$ cat src/rtl/pc_gen.sv
// Program-counter generator: BOOT/RUN/HALTED control, one-entry pending redirect, fetch counter.
// Define PC_GEN_ALIGN_CHK_EN to enable redirect-target alignment checking (misalign pulse + low-bit clear).
module pc_gen #(
    parameter int              PC_W      = 32,
    parameter logic [PC_W-1:0] RESET_VEC = 32'h0000_0000,
    parameter int              STEP      = 4,
    parameter logic [PC_W-1:0] EXC_VEC   = 32'h0000_0080,
    parameter int              CNT_W     = 16
) (
    input  logic             clk,
    input  logic             resetn,
    input  logic             stall,
    input  logic             halt_req,
    input  logic             resume,
    input  logic             br_valid,
    input  logic [PC_W-1:0]  br_target,
    input  logic             exc_valid,
    input  logic             fetch_ready,
    output logic             fetch_valid,
    output logic [PC_W-1:0]  pc,
    output logic             halted,
    output logic [CNT_W-1:0] fetch_cnt,
    output logic             misalign
);

    typedef enum logic [1:0] {
        BOOT   = 2'd0,
        RUN    = 2'd1,
        HALTED = 2'd2
    } state_t;

    state_t            state_r;
    state_t            state_nxt_s;
    logic [PC_W-1:0]   pc_r;
    logic [PC_W-1:0]   pc_nxt_s;
    logic [PC_W-1:0]   pend_tgt_r;
    logic [PC_W-1:0]   pend_tgt_nxt_s;
    logic [PC_W-1:0]   tgt_s;
    logic              pend_vld_r;
    logic              pend_vld_nxt_s;
    logic              fetch_vld_s;
    logic              halted_s;
    logic              fire_s;
    logic              upd_s;
    logic [CNT_W-1:0]  cnt_r;

`ifdef PC_GEN_ALIGN_CHK_EN
    localparam logic [PC_W-1:0] ALIGN_MASK = PC_W'(STEP - 1);
    logic mis_s;
    logic misalign_r;
`endif

    // State register
    always_ff @(posedge clk or negedge resetn) begin
        if (!resetn) begin
            state_r <= BOOT;
        end else begin
            state_r <= state_nxt_s;
        end
    end

    // Next-state logic; halt_req dominates resume
    always_comb begin
        state_nxt_s = state_r;
        case (state_r)
            BOOT:    state_nxt_s = RUN;
            RUN:     state_nxt_s = halt_req ? HALTED : RUN;
            HALTED: begin
                if (halt_req) begin
                    state_nxt_s = HALTED;
                end else if (resume) begin
                    state_nxt_s = RUN;
                end else begin
                    state_nxt_s = HALTED;
                end
            end
            default: state_nxt_s = BOOT;
        endcase
    end

    // Output decode from registered state
    always_comb begin
        fetch_vld_s = (state_r == RUN) & ~stall;
        halted_s    = (state_r == HALTED);
    end

    // Next-PC selection and pending-redirect capture
    always_comb begin
        fire_s         = fetch_vld_s & fetch_ready;
        upd_s          = fire_s | (~fetch_vld_s & (exc_valid | br_valid | pend_vld_r));
        tgt_s          = br_valid ? br_target : pend_tgt_r;
        pc_nxt_s       = pc_r;
        pend_vld_nxt_s = pend_vld_r;
        pend_tgt_nxt_s = pend_tgt_r;
        if (upd_s) begin
            // Any update event supersedes whatever was pending
            pend_vld_nxt_s = 1'b0;
            if (exc_valid) begin
                pc_nxt_s = EXC_VEC;
            end else if (br_valid | pend_vld_r) begin
`ifdef PC_GEN_ALIGN_CHK_EN
                pc_nxt_s = tgt_s & ~ALIGN_MASK;
`else
                pc_nxt_s = tgt_s;
`endif
            end else begin
                pc_nxt_s = pc_r + PC_W'(STEP);
            end
        end else if (exc_valid | br_valid) begin
            pend_vld_nxt_s = 1'b1;
            pend_tgt_nxt_s = exc_valid ? EXC_VEC : br_target;
        end else begin
            pend_vld_nxt_s = pend_vld_r;
        end
    end

    // PC, pending register and fetch counter
    always_ff @(posedge clk or negedge resetn) begin
        if (!resetn) begin
            pc_r       <= RESET_VEC;
            pend_vld_r <= 1'b0;
            pend_tgt_r <= '0;
            cnt_r      <= '0;
        end else begin
            pc_r       <= pc_nxt_s;
            pend_vld_r <= pend_vld_nxt_s;
            pend_tgt_r <= pend_tgt_nxt_s;
            if (fire_s) begin
                cnt_r <= cnt_r + CNT_W'(1);
            end
        end
    end

`ifdef PC_GEN_ALIGN_CHK_EN
    // Misaligned target detection on a target-loading update
    always_comb begin
        mis_s = upd_s & ~exc_valid & (br_valid | pend_vld_r) & (|(tgt_s & ALIGN_MASK));
    end

    // Registered one-cycle misalign pulse
    always_ff @(posedge clk or negedge resetn) begin
        if (!resetn) begin
            misalign_r <= 1'b0;
        end else begin
            misalign_r <= mis_s;
        end
    end

    assign misalign = misalign_r;
`else
    assign misalign = 1'b0;
`endif

    assign fetch_valid = fetch_vld_s;
    assign halted      = halted_s;
    assign pc          = pc_r;
    assign fetch_cnt   = cnt_r;

endmodule

$ cat config.mk
export PLATFORM = sky130hd
export DESIGN_NAME = pc_gen
export DESIGN_NICKNAME = d
export VERILOG_FILES = /design/src/rtl/pc_gen.sv
export SDC_FILE = /design/constraint.sdc
export NUM_CORES = 1
export LEC_CHECK = 0
export CORE_ASPECT_RATIO = 1.25
export CORE_MARGIN = 4
export CORE_UTILIZATION = 51
export DETAILED_ROUTE_END_ITERATION = 12
export GPL_ROUTABILITY_DRIVEN = 0
export HOLD_SLACK_MARGIN = 0.05
export PLACE_DENSITY_LB_ADDON = 0.12
export SLEW_MARGIN = 20
export SYNTH_ARGS = -nofsm -noshare
export SYNTH_HDL_FRONTEND = slang
export SYNTH_SLANG_ARGS = --single-unit
export TNS_END_PERCENT = 5
$ cat constraint.sdc
create_clock -name clk -period 2.2 [get_ports clk]
set_input_delay 0.22 -clock clk [delete_from_list [all_inputs] [get_ports clk]]
set_output_delay 0.22 -clock clk [all_outputs]
set_load 0.02 [all_outputs]
* Word level (Yosys, flattened, before mapping)
Index checks and enable logic that the tools add are counted.
** Cells by class
- Reductions and logical operators :: 3
- $add $sub $neg :: 2
- Bitwise gates (word level) :: 10
- Equality and inequality tests :: 2
- Mux-type cells :: 10
** Operators with widths (number)
- two-way mux 32 bit :: 4
- adder 32 x 3 -> 32 bit (second input constant) :: 1
- adder 16 x 1 -> 16 bit (second input constant) :: 1
- two-way mux 2 bit :: 3
- one-hot mux 2 bit (3 select lines) :: 1
- bitwise OR 1 bit :: 4
- AND 1 bit :: 3
- NOT 1 bit :: 3
- == test 2 x 1 -> 1 bit (second input constant) :: 1
- == test 2 bit (second input constant) :: 1
- logical NOT 2 bit :: 1
- two-way mux 1 bit :: 2
- AND reduction 2 bit :: 1
- nonzero test 2 bit :: 1
** Storage, ports and cells
- Input port bits :: 40
- Register bits after elaboration :: 83
- Output and inout port bits :: 51
- Word-level logic and storage cells :: 32

* Depth between registers and ports, before layout
- Depth after elaboration :: 7
- Depth in mapped cells :: 8
- Depth with buffers taken out :: 6

* Least setup slack after synthesis
OpenSTA, ideal clock, no wires.
- Path type :: register to register
- Start point :: register pc_r[2], in the netlist pc[2]
- End point :: register pc_r[24], in the netlist pc[24]
- Setup slack :: 0.367 ns
- Data required time :: 2.063 ns
- Stages on the path, launching flop included :: 8
- Arrival time :: 1.696 ns
- Clock period less this slack :: 1.833 ns
- Cells stage by stage :: dfrtp_1 -> ha_1 -> and4_1 -> and2_1 -> clkbuf_1 -> nand2_1 -> o31ai_1 -> a21oi_1
** On the way
- Word-level cells in the longest chain between the ends :: 3
** RTL lines
- start: declaration :: RTL line 34 : logic [PC_W-1:0] pc_r;
- start signal: assignment :: RTL line 125 : pc_r <= pc_nxt_s;
- adder 32 x 3 -> 32 bit :: RTL line 107 : pc_nxt_s = pc_r + PC_W'(STEP);
- two-way mux 32 bit :: RTL line 100 : end else if (br_valid | pend_vld_r) begin
- two-way mux 32 bit :: RTL line 98 : if (exc_valid) begin
No other way between the ends.
A chain may end at the register's enable or synchronous reset.

* Worst setup path in the final report
- Start point :: register state_r[1]
- End point :: output fetch_valid
** On the way
- Word-level cells in the longest chain between the ends :: 2
** RTL lines
- start: declaration :: RTL line 32 : state_t state_r;
- start signal: assignment :: RTL line 58 : state_r <= state_nxt_s;
- == test 2 x 1 -> 1 bit :: RTL line 83 : fetch_vld_s = (state_r == RUN) & ~stall;
- AND 1 bit :: RTL line 83
- end: declaration :: RTL line 19 : output logic fetch_valid,
No other way between the ends.

==> flow_metrics.tcl <==
set metrics [dict create \
    hold_class "in -> async" \
    routedWlPerCell_um 19.4 \
    synthesis.nets 490 \
    max_stage_delay_ps 630 \
    drc 0 \
    synthXorXnorAreaFrac 0.0303 \
    rows 37 \
    grt_pass1_wl_mm 20.4 \
    crit_arrival_ps 1850 \
    synthAdderAreaFrac 0.00578 \
    place_ws_ps -192 \
    cts_buffers 9 \
    timing.rr.end "pc[12]" \
    die_area_um2 10000 \
    io_pins 91 \
    finalCriticalPeriod_ps 2070 \
    overflow 0 \
    hpwl_mm 8.87 \
    crit_type "reg -> out" \
    synth-compound-area-share 0.261 \
    maxCapViolations 0 \
    ys_warn_count 0 \
    stdcell_count 639 \
    seq_area_frac_synth 0.479 \
    cts.path.max_buffers 2 \
    clock_skew_ps 12.5 \
    synthMuxAreaShare 0.0124 \
    rsz0062_at_grt "no" \
    die_y_um 111 \
    nets 579 \
    report.final.slew_viol_count 0 \
    routed_wl_mm 12.4 \
    num_vias 4043 \
    synth_top_family_by_area "compound AO/OA/AOI/OAI gates" \
    synthCells 448 \
    fill_cells 693 \
    clock_latency_ps 360 \
    ys_types 60 \
    drtIter0Drc 274 \
    core_area_um2 8240 \
    track_usage 0.251 \
    chipWidth_um 90.4 \
    final_cell_mix "clkdlybuf4s50_1 (88), dfrtp_1 (83), a21oi_1 (45)" \
    synth-simple-area-share 0.164 \
    htree_levels 3 \
    fin_tns_setup_ps 0 \
    synth.cell_area_um2 4330 \
    drive_above_1_share 0.0978 \
    p_leak_nw 2.32 \
    n_antenna_cell 0 \
    post-route-period-util 0.943 \
    antenna_found_initial 0 \
    reg2reg_slack_ps 150 \
    layout_setup_ws_ps 126 \
    max_freq_ghz 0.482 \
    root_buffer "clkbuf_8" \
    clkTransAtPathRegs_ps 90 \
    hold_viol 0 \
    slew_headroom 0.581 \
    cts.sinks 83 \
    synth_ff_type "dfrtp_1" \
    drtAntennaViolNets 0 \
    r2r-start "pc[2]" \
    layout_commonest_cell "clkdlybuf4s50_1" \
    power_density_nw_per_um2 999 \
    viasPerCell 6.33 \
    worstPathMaxFanout 6 \
    run_status "finished clean" \
    synth_edf_count 0 \
    worstPathRequired_ps 1980 \
    area_delta_synth_final_pct 28.6 \
    worstRegToRegCells 6 \
    synthArstFlopShare 1.00 \
    crit_slowest_cell "clkdlybuf4s50_1" \
    drtPass1Iterations 5 \
    cp_cell_sequence "nor3b_2 > buf_4 > clkdlybuf4s50_1" \
    start_util 0.526 \
    grt_pass1_vias 3979 \
    port-buffer-count 89 \
    setup_violations 0 \
    syn_area_per_cell_um2 9.67 \
    tightest_slew_ps 627 \
    synth-seq-cells 83 \
    vdd_drop_max_uv 577 \
    grt_max_degree 35 \
    cts_tree "yes" \
    cp-end-kind "output pin" \
    startpoint_type "flop" \
    dp.cells 622 \
]
## cell families after synthesis
family / after synthesis
AOI/OAI and AO/OA: 165
xor gates and xnor gates: 15
adders and majority gates: 2
buffers and inverters: 43
DFF: 83
muxes: 5
other: 1
and+or+nand+nor: 134
## sequential cells by signal, indices dropped and copies added (netlist names)
name / cells
state_r: 2
pc: 32
fetch_cnt: 16
pend_vld_r: 1
pend_tgt_r: 32
## power by group
| group | total (mW) | switching, mW | internal [mW] | leakage, nW |
|---|---|---|---|---|
| clock | 1.03 | 0.556 | 0.473 | 0.0819 |
| sequential | 2.47 | 0.470 | 2.00 | 1.09 |
| combinational | 2.07 | 1.03 | 1.04 | 1.15 |
| total | 5.57 | 2.05 | 3.52 | 2.32 |
## cell type report
class                           instances  area (um2)  share of cell area
Clock buffer                           13         159              0.0285
Multi-Input combinational cell        322        2080               0.372
Tap cell                               97         121              0.0218
Clock inverter                          3        22.5             0.00404
Sequential cell                        83        2080               0.373
Timing Repair Buffer                  111        1080               0.194
Inverter                               10        37.5             0.00673
## worst max-delay path, delay by kind of cell, from the launching register on
family / cells / cell delay (ps)
buffers and inverters: 2 / 800
DFF: 1 / 440
and+or+nand+nor: 1 / 260
## how the worst max path moves through the flow
stage                     from           to  cells after the start
floorplan                pc[2]       pc[24]                      7
global placement         stall        pc[4]                      7
detailed placement       stall        pc[4]                      7
CTS                 state_r[1]        pc[4]                      6
global route             pc[2]       pc[12]                      6
finish              state_r[1]  fetch_valid                      3
## Yosys cell counts, types with 5 or more instances
cell type   n  area share
nor2_1     33       0.029
o221ai_1    7       0.014
dfrtp_1    83        0.48
inv_1       8      0.0069
a21oi_1    45       0.052
nand3_1    14       0.016
clkbuf_1   16       0.014
a31oi_1     5      0.0072
buf_2      10       0.012
o22ai_1    16       0.023
a2bb2oi_1   6       0.012
xnor2_1    11       0.022
and4_1      6       0.012
and3_1      7       0.010
nor3_1      6      0.0069
o22a_1      6       0.012
a22o_1     31       0.063
nand4_1    12       0.017
o21ai_0    20       0.023
nand2_1    34       0.029
o31ai_1     7       0.012
## timing repair
action                                  in CTS  in global routing
resized for setup                            0                  1
endpoints found under the setup margin       0                 12
buffers inserted                             0                  0
hold buffers                                 1                  0
endpoints found under the hold margin       29                  0
## per-stage QoR
stage | hold WS [ps] | total power [mW] | utilization | instance area (um2)
floorplan | -75.6 | 3.61 | - | 4330
global placement | 185 | 4.49 | 0.653 | 5380
detailed placement | 181 | 4.54 | 0.653 | 5380
CTS | 334 | 5.58 | 0.676 | 5570
global route | 348 | 5.90 | 0.676 | 5570
finish | 324 | 5.57 | 0.676 | 5570
## routing by layer
metal	track usage	wire (um)	vias to the layer above
met5	0	0	-
met4	0.113	408	0
met3	0.0502	670	28
met2	0.420	6150	157
met1	0.314	5150	1995
li1	-	-	1863
Note: power is estimated with default switching activity, not from simulation.
